==> config.mk <==
export PLATFORM = sky130hd
export DESIGN_NAME = pool_window_reducer
export DESIGN_NICKNAME = d
export VERILOG_FILES = /design/src/rtl/pool_window_reducer.sv
export SDC_FILE = /design/constraint.sdc
export NUM_CORES = 1
export LEC_CHECK = 0
export CORE_ASPECT_RATIO = 2
export CORE_MARGIN = 4
export CORE_UTILIZATION = 30
export CTS_CLUSTER_SIZE = 28
export DETAILED_ROUTE_END_ITERATION = 8
export HOLD_SLACK_MARGIN = 0.12
export PLACE_DENSITY = 0.58
export SYNTH_ARGS = -nofsm -noshare
export SYNTH_HDL_FRONTEND = slang
export SYNTH_SLANG_ARGS = --single-unit
export TNS_END_PERCENT = 50
==> constraint.sdc <==
create_clock -name clk -period 7.3 [get_ports clk]
set_input_delay 1.825 -clock clk [delete_from_list [all_inputs] [get_ports clk]]
set_output_delay 1.825 -clock clk [all_outputs]
set_load 0.01 [all_outputs]
==> src/rtl/pool_window_reducer.sv <==
// rtl/pool_window_reducer.sv - streaming max/min/saturating-sum window reducer
module pool_window_reducer #(
   parameter int DATA_W = 8,
   parameter int WINDOW = 6,
   parameter int CNT_W  = 8
) (
   input  logic              clk,
   input  logic              rst,
   input  logic [1:0]        mode,
   input  logic [DATA_W-1:0] in_data,
   input  logic              in_valid,
   input  logic              in_last,
   output logic              in_ready,
   output logic [DATA_W-1:0] out_data,
   output logic [CNT_W-1:0]  out_count,
   output logic              out_valid,
   input  logic              out_ready
);

   localparam logic [CNT_W-1:0]  WIN_C    = CNT_W'(WINDOW);
   localparam logic [DATA_W-1:0] DATA_MAX = '1;

   localparam logic [1:0] MODE_MAX = 2'b00;
   localparam logic [1:0] MODE_MIN = 2'b01;
   localparam logic [1:0] MODE_SUM = 2'b10;

   typedef enum logic {ACCUM, HOLD} state_t;

   state_t              state_q, state_d;
   logic [DATA_W-1:0]   acc_q;
   logic [CNT_W-1:0]    cnt_q;
   logic [1:0]          mode_q;
   logic [DATA_W-1:0]   out_data_q;
   logic [CNT_W-1:0]    out_count_q;

   logic                first;
   logic                accept;
   logic                take;
   logic                close;
   logic [CNT_W-1:0]    cnt_inc;
   logic [DATA_W:0]     sum_wide;
   logic [DATA_W-1:0]   fold_val;

   assign out_data  = out_data_q;
   assign out_count = out_count_q;

   assign first   = (cnt_q == '0);
   assign cnt_inc = cnt_q + 1'b1;
   assign accept  = in_valid && in_ready;
   assign take    = out_valid && out_ready;
   // A window ends at the full count or on an early in_last, whichever is first.
   assign close   = accept && ((cnt_inc == WIN_C) || in_last);

   // Fold the incoming sample into the running value using the window's latched mode.
   always_comb begin
      sum_wide = {1'b0, acc_q} + {1'b0, in_data};
      fold_val = acc_q;
      if (first) begin
         fold_val = in_data;
      end else begin
         case (mode_q)
            MODE_MIN: fold_val = (in_data < acc_q) ? in_data : acc_q;
            MODE_SUM: fold_val = sum_wide[DATA_W] ? DATA_MAX : sum_wide[DATA_W-1:0];
            MODE_MAX: fold_val = (in_data > acc_q) ? in_data : acc_q;
            default:  fold_val = (in_data > acc_q) ? in_data : acc_q;
         endcase
      end
   end

   // State register.
   always_ff @(posedge clk) begin
      if (rst) state_q <= ACCUM;
      else     state_q <= state_d;
   end

   // Next state and handshake outputs; handshakes depend only on the registered state.
   always_comb begin
      state_d   = state_q;
      in_ready  = 1'b0;
      out_valid = 1'b0;
      case (state_q)
         ACCUM: begin
            in_ready = 1'b1;
            if (close) state_d = HOLD;
         end
         HOLD: begin
            out_valid = 1'b1;
            if (out_ready) state_d = ACCUM;
         end
         default: state_d = ACCUM;
      endcase
   end

   // Accumulator, counter, mode latch and registered result.
   always_ff @(posedge clk) begin
      if (rst) begin
         acc_q       <= '0;
         cnt_q       <= '0;
         mode_q      <= MODE_MAX;
         out_data_q  <= '0;
         out_count_q <= '0;
      end else if (accept) begin
         if (first) mode_q <= mode;
         acc_q <= fold_val;
         if (close) begin
            out_data_q  <= fold_val;
            out_count_q <= cnt_inc;
            cnt_q       <= '0;
         end else begin
            cnt_q <= cnt_inc;
         end
      end
   end

endmodule

# Word-level counts from Yosys, hierarchy flattened

Index checks and enable logic that the tools add are counted.

Bits in registers: 35
Output and inout port bits: 18
Input port bits: 15

Reductions and logical operators: 6
Add/sub/neg operators: 2
Equal/unequal tests: 3
Multiplexer cells: 11
Bitwise logic cells: 1
Order comparisons: 2

Operators with widths:

| kind                | count |
|---|---|
| $mux 8              | 5 |
| $pmux 8 s2          | 1 |
| $add 8x8->9         | 1 |
| $add 8x1->8 const B | 1 |
| $eq 8x3->1 const B  | 1 |
| $gt 8x8->1          | 1 |
| $logic_not 8->1     | 1 |
| $lt 8x8->1          | 1 |
| $mux 1              | 4 |
| $reduce_and 2->1    | 2 |
| $eq 2x1->1 const B  | 1 |
| $eq 2x2->1 const B  | 1 |
| $logic_and 1x1->1   | 2 |
| $pmux 1 s2          | 1 |
| $logic_or 1x1->1    | 1 |
| $not 1->1           | 1 |

# Longest topological paths before layout

Gate-level depths: netlist of run 1.

Word-level depth: 6
Gate-level depth with buffers: 10
Depth with buffers taken out: 9

# Least setup slack after synthesis of run 1

OpenSTA, ideal clock, no wires.

Path type: input to register
Start: input in_data[1]
End: register out_data_q[4] (netlist: out_data[4])
Data arrival time: 3.715 ns
Path slack: 3.448 ns
Path buffers: 0
Stages on the path: 8
Cell sequence: ha_1 nor2b_1 o211ai_1 a21oi_2 o22ai_2 mux2_2 a2111oi_4 a211oi_1

Word-level cells in the longest chain between the ends: 4
Elaborated cells on any way between the ends: 8
Those cells by class: add/sub (1); order compare (2); mux (5)

Ends and longest elaborated chain:

| what                                | RTL line | RTL |
|---|---|---|
| from (decl)                         | 10       | `input logic [DATA_W-1:0] in_data,` |
| $add 8x8->9 (tied with other cells) | 56       | `sum_wide = {1'b0, acc_q} + {1'b0, in_data};` |
| $mux 8, on equally long branches    | -        |  |
| $pmux 8 s2 (*)                      | 61       | `case (mode_q)` |
| $mux 8 (*)                          | 58       | `if (first) begin` |
| to (signal assigned)                | 106      | `out_data_q <= fold_val;` |
| to (decl)                           | 33       | `logic [DATA_W-1:0] out_data_q;` |

Every way passes the cells marked *; elsewhere a longest branch is shown, timed or not.
A chain may end at the register's enable or synchronous reset.

# Worst setup path after layout of run 1

Ends and elaborated chain as after synthesis.

==> results of run 1 <==
cells by family (layout without fill, tap and decap cells):
kind of cell               after synthesis  after routing
AOI/OAI and AO/OA                       87             87
muxes                                    9              9
xor gates and xnor gates                12             12
and+or+nand+nor                        119            119
adders and majority gates               22             22
DFF                                     35             35
buffers and inverters                   40             68
metal layers:
| metal | share of wire [%] | routed length, um |
|---|---|---|
| met4 | 4.9 | 360 |
| met1 | 34 | 2470 |
| met2 | 59 | 4310 |
| met3 | 2.5 | 185 |
| met5 | 0 | 0 |
sequential cells by signal (all words and copies together), names as in the netlist:
| name | count |
|---|---|
| state_q | 1 |
| acc_q | 8 |
| cnt_q | 8 |
| out_data | 8 |
| out_count | 8 |
| mode_q | 2 |
worst register-to-register path, delay by kind of cell (launching register included):
kind                     cells  cell delay [ns]
multiplexers                 1             0.41
AO/OA/AOI/OAI                5             1.33
buffers and inverters        1             0.12
flip-flops                   1             0.40
adder cells (fa/ha/maj)      1             0.40
report_power, final:
group	switching, mW	leakage (nW)	total, mW	internal (mW)
logic	0.0886	0.791	0.154	0.0649
registers	0.00925	0.286	0.211	0.202
clock network	0.0872	0.0658	0.213	0.126
total	0.185	1.14	0.578	0.393
stage by stage:
step | util, % | setup WS [ns]
floorplan | - | 3.45
global placement | 35.4 | 2.68
detailed placement | 35.4 | 2.65
CTS | 37.1 | 2.94
global route | 37.1 | 2.76
finish | 37.1 | 2.94
worst max path at each step:
stage | start | endpoint
floorplan | in_data[1] | out_data[4]
global placement | in_data[1] | out_data[4]
detailed placement | in_data[1] | out_data[4]
CTS | in_data[1] | out_data[4]
global route | in_data[1] | out_data[4]
finish | in_data[1] | out_data[4]
placed cells by master (no fill, tap or decap), drive strengths merged, types with 2 or more instances in the layout:
cell / synthesis / layout
ha: 21 / 21
inv: 25 / 25
o22ai: 10 / 10
a211oi: 6 / 6
mux2i: 7 / 7
a21o: 2 / 2
o31ai: 3 / 3
nor2b: 7 / 7
nand2b: 3 / 3
a221oi: 2 / 2
mux2: 2 / 2
buf: 6 / 3
nor2: 35 / 35
a311oi: 4 / 4
nand4: 2 / 2
clkbuf: 8 / 5
nand3: 12 / 12
xor2: 4 / 4
xnor2: 8 / 8
nor3: 6 / 6
a21oi: 20 / 20
nand2: 32 / 32
clkdlybuf4s50: 0 / 32
dfxtp: 35 / 35
or2: 3 / 3
and3: 6 / 6
o211ai: 3 / 3
clkinvlp: 0 / 2
o221ai: 2 / 2
nor4: 7 / 7
a31oi: 5 / 5
o21ai: 18 / 18
a32o: 2 / 2
cell type report:
type,instances,area [um^2]
sequential,35,701
inverter,25,93.8
timing repair buffer,35,343
clock buffer,5,125
tap,98,123
fill,888,5210
multi-input combinational,249,1670
clock inverter,3,20.0
==> out/qor.txt, run 1 <==
Result of the run = finished clean
Fmax = 0.229 GHz
Placement Cell Area = 2930 um^2
Synth async-reset ratio = 0%
Clock-pin slew reported for the worst setup and hold paths after clock tree synthesis = 0.06 ns
Family with the most delay on the worst path = compound AO/OA/AOI/OAI gates
Wire length after detailed routing = 7320 um
Cell type with the highest aggregate area in the netlist = sky130_fd_sc_hd__dfxtp_1
Count of instances resized after the clock tree is built = 0
IR Drop Worst-Case VDD = 0.0804 mV
Via count of the first global-routing pass = 2442
Sequential cell area fraction in the yosys report = 27.4%
Cell with the largest stage delay on the worst path = sky130_fd_sc_hd__clkdlybuf4s50_1
Placed Instances = 442
Leading post-synthesis cells by instance count = 35 x sky130_fd_sc_hd__dfxtp_1, 35 x sky130_fd_sc_hd__nor2_1, 32 x sky130_fd_sc_hd__nand2_1, 25 x sky130_fd_sc_hd__inv_1, 21 x sky130_fd_sc_hd__ha_1
Area of the placeable core = 8290 um^2
Final cell area excluding filler cells = 3080 um^2
Final Max Tran Viols = 0
Required time worst endpoint = 7.46 ns
Overall routing resource usage = 15.3%
RSZ-0062 raised after global routing = no
Final worst hold slack = 0.473 ns
Multiplexer share of the synthesized area = 3.62%
Number of H-tree levels = 2
Crit Path Category = in2reg
Launch instance of the worst min-delay path = out_data[7]
Final critical-path required period = 4.36 ns
Hold Crit Class = reg2reg
Die area = 10200 um^2
Fraction of the mapped netlist area in compound gates = 24.0%
Port Buffers = 32
Most used flip-flop cell after synthesis = sky130_fd_sc_hd__dfxtp_1
Worst reg2reg path endpoint = out_data[4]
Final Total Pwr = 0.578 mW
CTS sink cnt = 35
Number of antenna violations at the first check in global routing = 0
Most area-consuming cells after synthesis = sky130_fd_sc_hd__dfxtp_1 27%, sky130_fd_sc_hd__ha_1 10%, sky130_fd_sc_hd__nor2_1 5.1%, sky130_fd_sc_hd__nand2_1 4.7%, sky130_fd_sc_hd__a21oi_1 3.7%
Met3 routing resource usage after global routing = 2.10%
Post-Synth Adder-Cell Area = 11.0%
Worst Skew = 0.00499 ns
Master cell of the clock root buffer = sky130_fd_sc_hd__clkbuf_16
Post-synth top area share = 27.4%
Critical Path Source Type = primary input
Buffers inserted during post-CTS setup optimization = 0
Effective utilization at floorplan = 30.9%
Crit path depth = 9
Total iterations of the first detailed-routing run = 4
Average instance area after synthesis = 7.90 um^2
Min-Delay Endpoint = out_data[7]
Clock latency on the worst-skew pair = 0.29 ns
Number of cells on the worst hold path = 2
Setup slack of the worst register-to-register path = 4.52 ns
Gr busiest metal = met2
Synthesized netlist cell count = 324
Worst reg2reg path startpoint = acc_q[7]
Post-layout nets = 388
Transition at the pin with the smallest max-transition slack = 0.654 ns
Drt drc = 0
Critical path capture point type = flip-flop
Total power per unit cell area = 188 nW/um^2
Met2 track demand over resource in global routing = 29.6%
Total half-perimeter wirelength after legalization and detailed placement = 5730 um
Weighted congestion reported at the end of routability-driven placement = 0.943
Accumulated negative setup slack = 0 ns
Count of nets left with antenna violations after detail routing = 0
Yosys warns = 0
Area share of and/or/nand/nor cells after synthesis = 22.2%
Worst-path maximum fanout = 7
CP Buf/Inv Count = 1
Cts bufs inserted = 5
Count of cells along the worst register-to-register path = 8
Critical path cell sequence = clkdlybuf4s50_1 > ha_1 > nor2b_1 > o211ai_1 > a21oi_2 > o22ai_2 > mux2_2 > a2111oi_4 > a211oi_1
Number of enable-type register cells in the synthesized netlist = 0
Post-Synth XOR/XNOR Area = 4.11%
Total standard cell area after synthesis = 2560 um^2
Mapped Nets = 361
Unique masters post-synth = 60
Final worst path period share = 59.8%
Chip Width = 73.3 um
Ports = 33
Synth-to-Final Area Change = 20.3%
Total vias in the final route = 2399
Cts hold-fix bufs = 0
Max-cap viol count = 0
Overflow after GRT = 0
Final setup vio count = 0
Clock tree from TritonCTS = done
Arrival time of the worst setup path = 4.53 ns
First-pass GRT wire length = 11900 um
Largest family of logic cells by synthesized area = compound AO/OA/AOI/OAI gates
Final Non-Filler Cells = 450
Maximum buffer depth of the clock tree = 2
Number of hold-slack violations in the final timing report = 0
Met1 global-route usage = 13.4%
Critical path's largest stage delay = 0.62 ns
Share of layout cells above drive strength 1 = 7.10%
Maximum number of pins on one net before global-route repair = 25
Diode insertion count for antenna repair = 0
Die span in y = 139 um
Remaining max-slew budget at the tightest pin = 56.3%
Number of core rows = 47
P_leak = 1.14 nW
#FFs+latches synth = 35
Final routed wire length divided by cell count = 16.3 um
Vias per std cell = 5.33
First DRT Iteration DRCs = 82
Note: power is estimated with default switching activity, not from simulation.
==> inputs of run 2 (changes only) <==
==> constraint.sdc (replaced) <==
create_clock -name clk -period 4.41 [get_ports clk]
set_input_delay 1.1025 -clock clk [delete_from_list [all_inputs] [get_ports clk]]
set_output_delay 1.1025 -clock clk [all_outputs]
set_load 0.01 [all_outputs]
==> out/qor.txt, run 2 (synthesized netlist as in run 1, its figures left out) <==
Result of the run = finished clean
Worst-case setup slack after placement = 0.476 ns (-2.17 ns)
Overall routing resource usage = 15.1% (-0.19 points)
P_leak = 1.15 nW (+0.60%)
Share of layout cells above drive strength 1 = 6.84% (-0.26 points)
Effective utilization at floorplan = 30.9% (unchanged)
Total half-perimeter wirelength after legalization and detailed placement = 5740 um (+0.14%)
Cts bufs inserted = 5 (unchanged)
Number of hold-slack violations in the final timing report = 0 (unchanged)
Max-cap viol count = 0 (unchanged)
Final critical-path required period = 3.64 ns
Accumulated negative setup slack = 0 ns (unchanged)
Master cell of the clock root buffer = sky130_fd_sc_hd__clkbuf_16
Critical path capture point type = flip-flop
Final worst path period share = 82.6%
Wire length after detailed routing = 7250 um (-0.93%)
Critical Path Source Type = primary input
Clock-pin slew reported for the worst setup and hold paths after clock tree synthesis = 0.06 ns (about the same)
Setup slack of the worst register-to-register path = 1.65 ns (-2.87 ns)
Diode insertion count for antenna repair = 0 (unchanged)
Count of nets left with antenna violations after detail routing = 0 (unchanged)
Die span in y = 139 um (unchanged)
Cts hold-fix bufs = 0 (unchanged)
Maximum number of pins on one net before global-route repair = 25 (unchanged)
Worst Skew = 0.00587 ns (+0.000884 ns)
Chip Width = 73.3 um (unchanged)
Via count of the first global-routing pass = 2469 (+1.1%)
Setup ws final = 0.768 ns (-2.17 ns)
CTS sink cnt = 35 (unchanged)
IR Drop Worst-Case VDD = 0.114 mV (+42%)
Weighted congestion reported at the end of routability-driven placement = 0.942 (-0.18%)
Fill cell instance count of the final layout = 886 (-0.23%)
Number of H-tree levels = 2 (unchanged)
Die area = 10200 um^2 (unchanged)
Placement Cell Area = 2930 um^2 (unchanged)
Final setup vio count = 0 (unchanged)
Total iterations of the first detailed-routing run = 4 (unchanged)
Overflow after GRT = 0 (unchanged)
Clock tree from TritonCTS = done
Required time worst endpoint = 4.56 ns (-2.90 ns)
Transition at the pin with the smallest max-transition slack = 0.676 ns (+0.0214 ns)
Number of core rows = 47 (unchanged)
Final routed wire length divided by cell count = 16.2 um (-0.71%)
Maximum buffer depth of the clock tree = 2 (unchanged)
Fmax = 0.275 GHz
Remaining max-slew budget at the tightest pin = 54.8% (-1.4 points)
Ports = 33 (unchanged)
Number of antenna violations at the first check in global routing = 0 (unchanged)
Area of the placeable core = 8290 um^2 (unchanged)
Drt drc = 0 (unchanged)
Crit path to = out_data[4]
Synth-to-Final Area Change = 20.2% (about the same)
Commonest non-fill, non-tap cells in the layout = 35 x sky130_fd_sc_hd__nor2_1, 35 x sky130_fd_sc_hd__dfxtp_1, 32 x sky130_fd_sc_hd__nand2_1, 32 x sky130_fd_sc_hd__clkdlybuf4s50_1, 25 x sky130_fd_sc_hd__inv_1
Final Max Tran Viols = 0 (unchanged)
Post-layout nets = 388 (unchanged)
Worst reg2reg path endpoint = out_data[4]
First-pass GRT wire length = 12100 um (+1.3%)
Buffers inserted during post-CTS setup optimization = 0 (unchanged)
Worst reg2reg path startpoint = acc_q[7]
Hold Crit Class = reg2reg
Worst-path maximum fanout = 7 (unchanged)
RSZ-0062 raised after global routing = no
Count of instances resized after the clock tree is built = 0 (unchanged)
Total power per unit cell area = 310 nW/um^2 (+65%)
Final cell area excluding filler cells = 3080 um^2 (about the same)
Timing startpoint of the critical path = in_data[1]
Count of cells along the worst register-to-register path = 8 (unchanged)
First DRT Iteration DRCs = 100 (+22%)
Arrival time of the worst setup path = 3.80 ns (-0.73 ns)
Vias per std cell = 5.49 (+2.9%)
Clock latency on the worst-skew pair = 0.28 ns (about the same)
Total vias in the final route = 2464 (+2.7%)
Port Buffers = 32 (unchanged)
Crit Path Category = in2reg
-- run 2: cell types whose count changed in the layout (fill, tap and decap cells not counted), sizes merged --
cell and change:
clkinvlp -2, clkbuf +1
-- run 2: layout make-up --
cell class | instances | area, um^2 | share of cell area [%]
Clock buffer | 6 | 139 | 4.51
Sequential cell | 35 | 701 | 22.8
Tap cell | 98 | 123 | 3.98
Inverter | 25 | 93.8 | 3.05
Clock inverter | 1 | 5.00 | 0.163
Multi-Input combinational cell | 249 | 1670 | 54.4
Timing Repair Buffer | 35 | 343 | 11.1
-- run 2: report_power, final --
part | internal (mW) | total (mW) | switching [mW]
clock network | 0.220 | 0.351 | 0.131
registers | 0.335 | 0.350 | 0.0156
logic | 0.107 | 0.254 | 0.146
total | 0.662 | 0.955 | 0.292
-- run 2: stage by stage --
stage               total power, mW  instances  util, %  hold WS (ns)
floorplan                     0.524        324        -         0.463
global placement              0.608        442     35.4         0.461
detailed placement            0.610        442     35.4         0.467
CTS                           0.963        449     37.1         0.474
global route                   1.01        449     37.1         0.503
finish                        0.955        449     37.1         0.474
-- run 2: worst max-delay path: stages --
cell and delay [ns]:
sky130_fd_sc_hd__clkdlybuf4s50_1 0.62, sky130_fd_sc_hd__ha_1 0.30, sky130_fd_sc_hd__nor2b_1 0.14, sky130_fd_sc_hd__o211ai_1 0.22
sky130_fd_sc_hd__a21oi_2 0.13, sky130_fd_sc_hd__o22ai_2 0.39, sky130_fd_sc_hd__mux2_2 0.41, sky130_fd_sc_hd__a2111oi_4 0.36
sky130_fd_sc_hd__a211oi_1 0.12
-- run 2: how the worst min path moves through the flow --
stage               cells after the start         from     endpoint
floorplan                               2     acc_q[7]     acc_q[7]
detailed placement                      2  out_data[2]  out_data[2]
finish                                  2  out_data[2]  out_data[2]
CTS                                     2  out_data[2]  out_data[2]
global placement                        2  out_data[2]  out_data[2]
global route                            2  out_data[2]  out_data[2]
-- run 2: routing by layer --
layer | routed length, um | global-route usage (%) | share of wire, %
met1 | 2500 | 14.2 | 35
met4 | 344 | 8.02 | 4.7
met3 | 195 | 1.96 | 2.7
met2 | 4210 | 29.4 | 58
met5 | 0 | 0 | 0
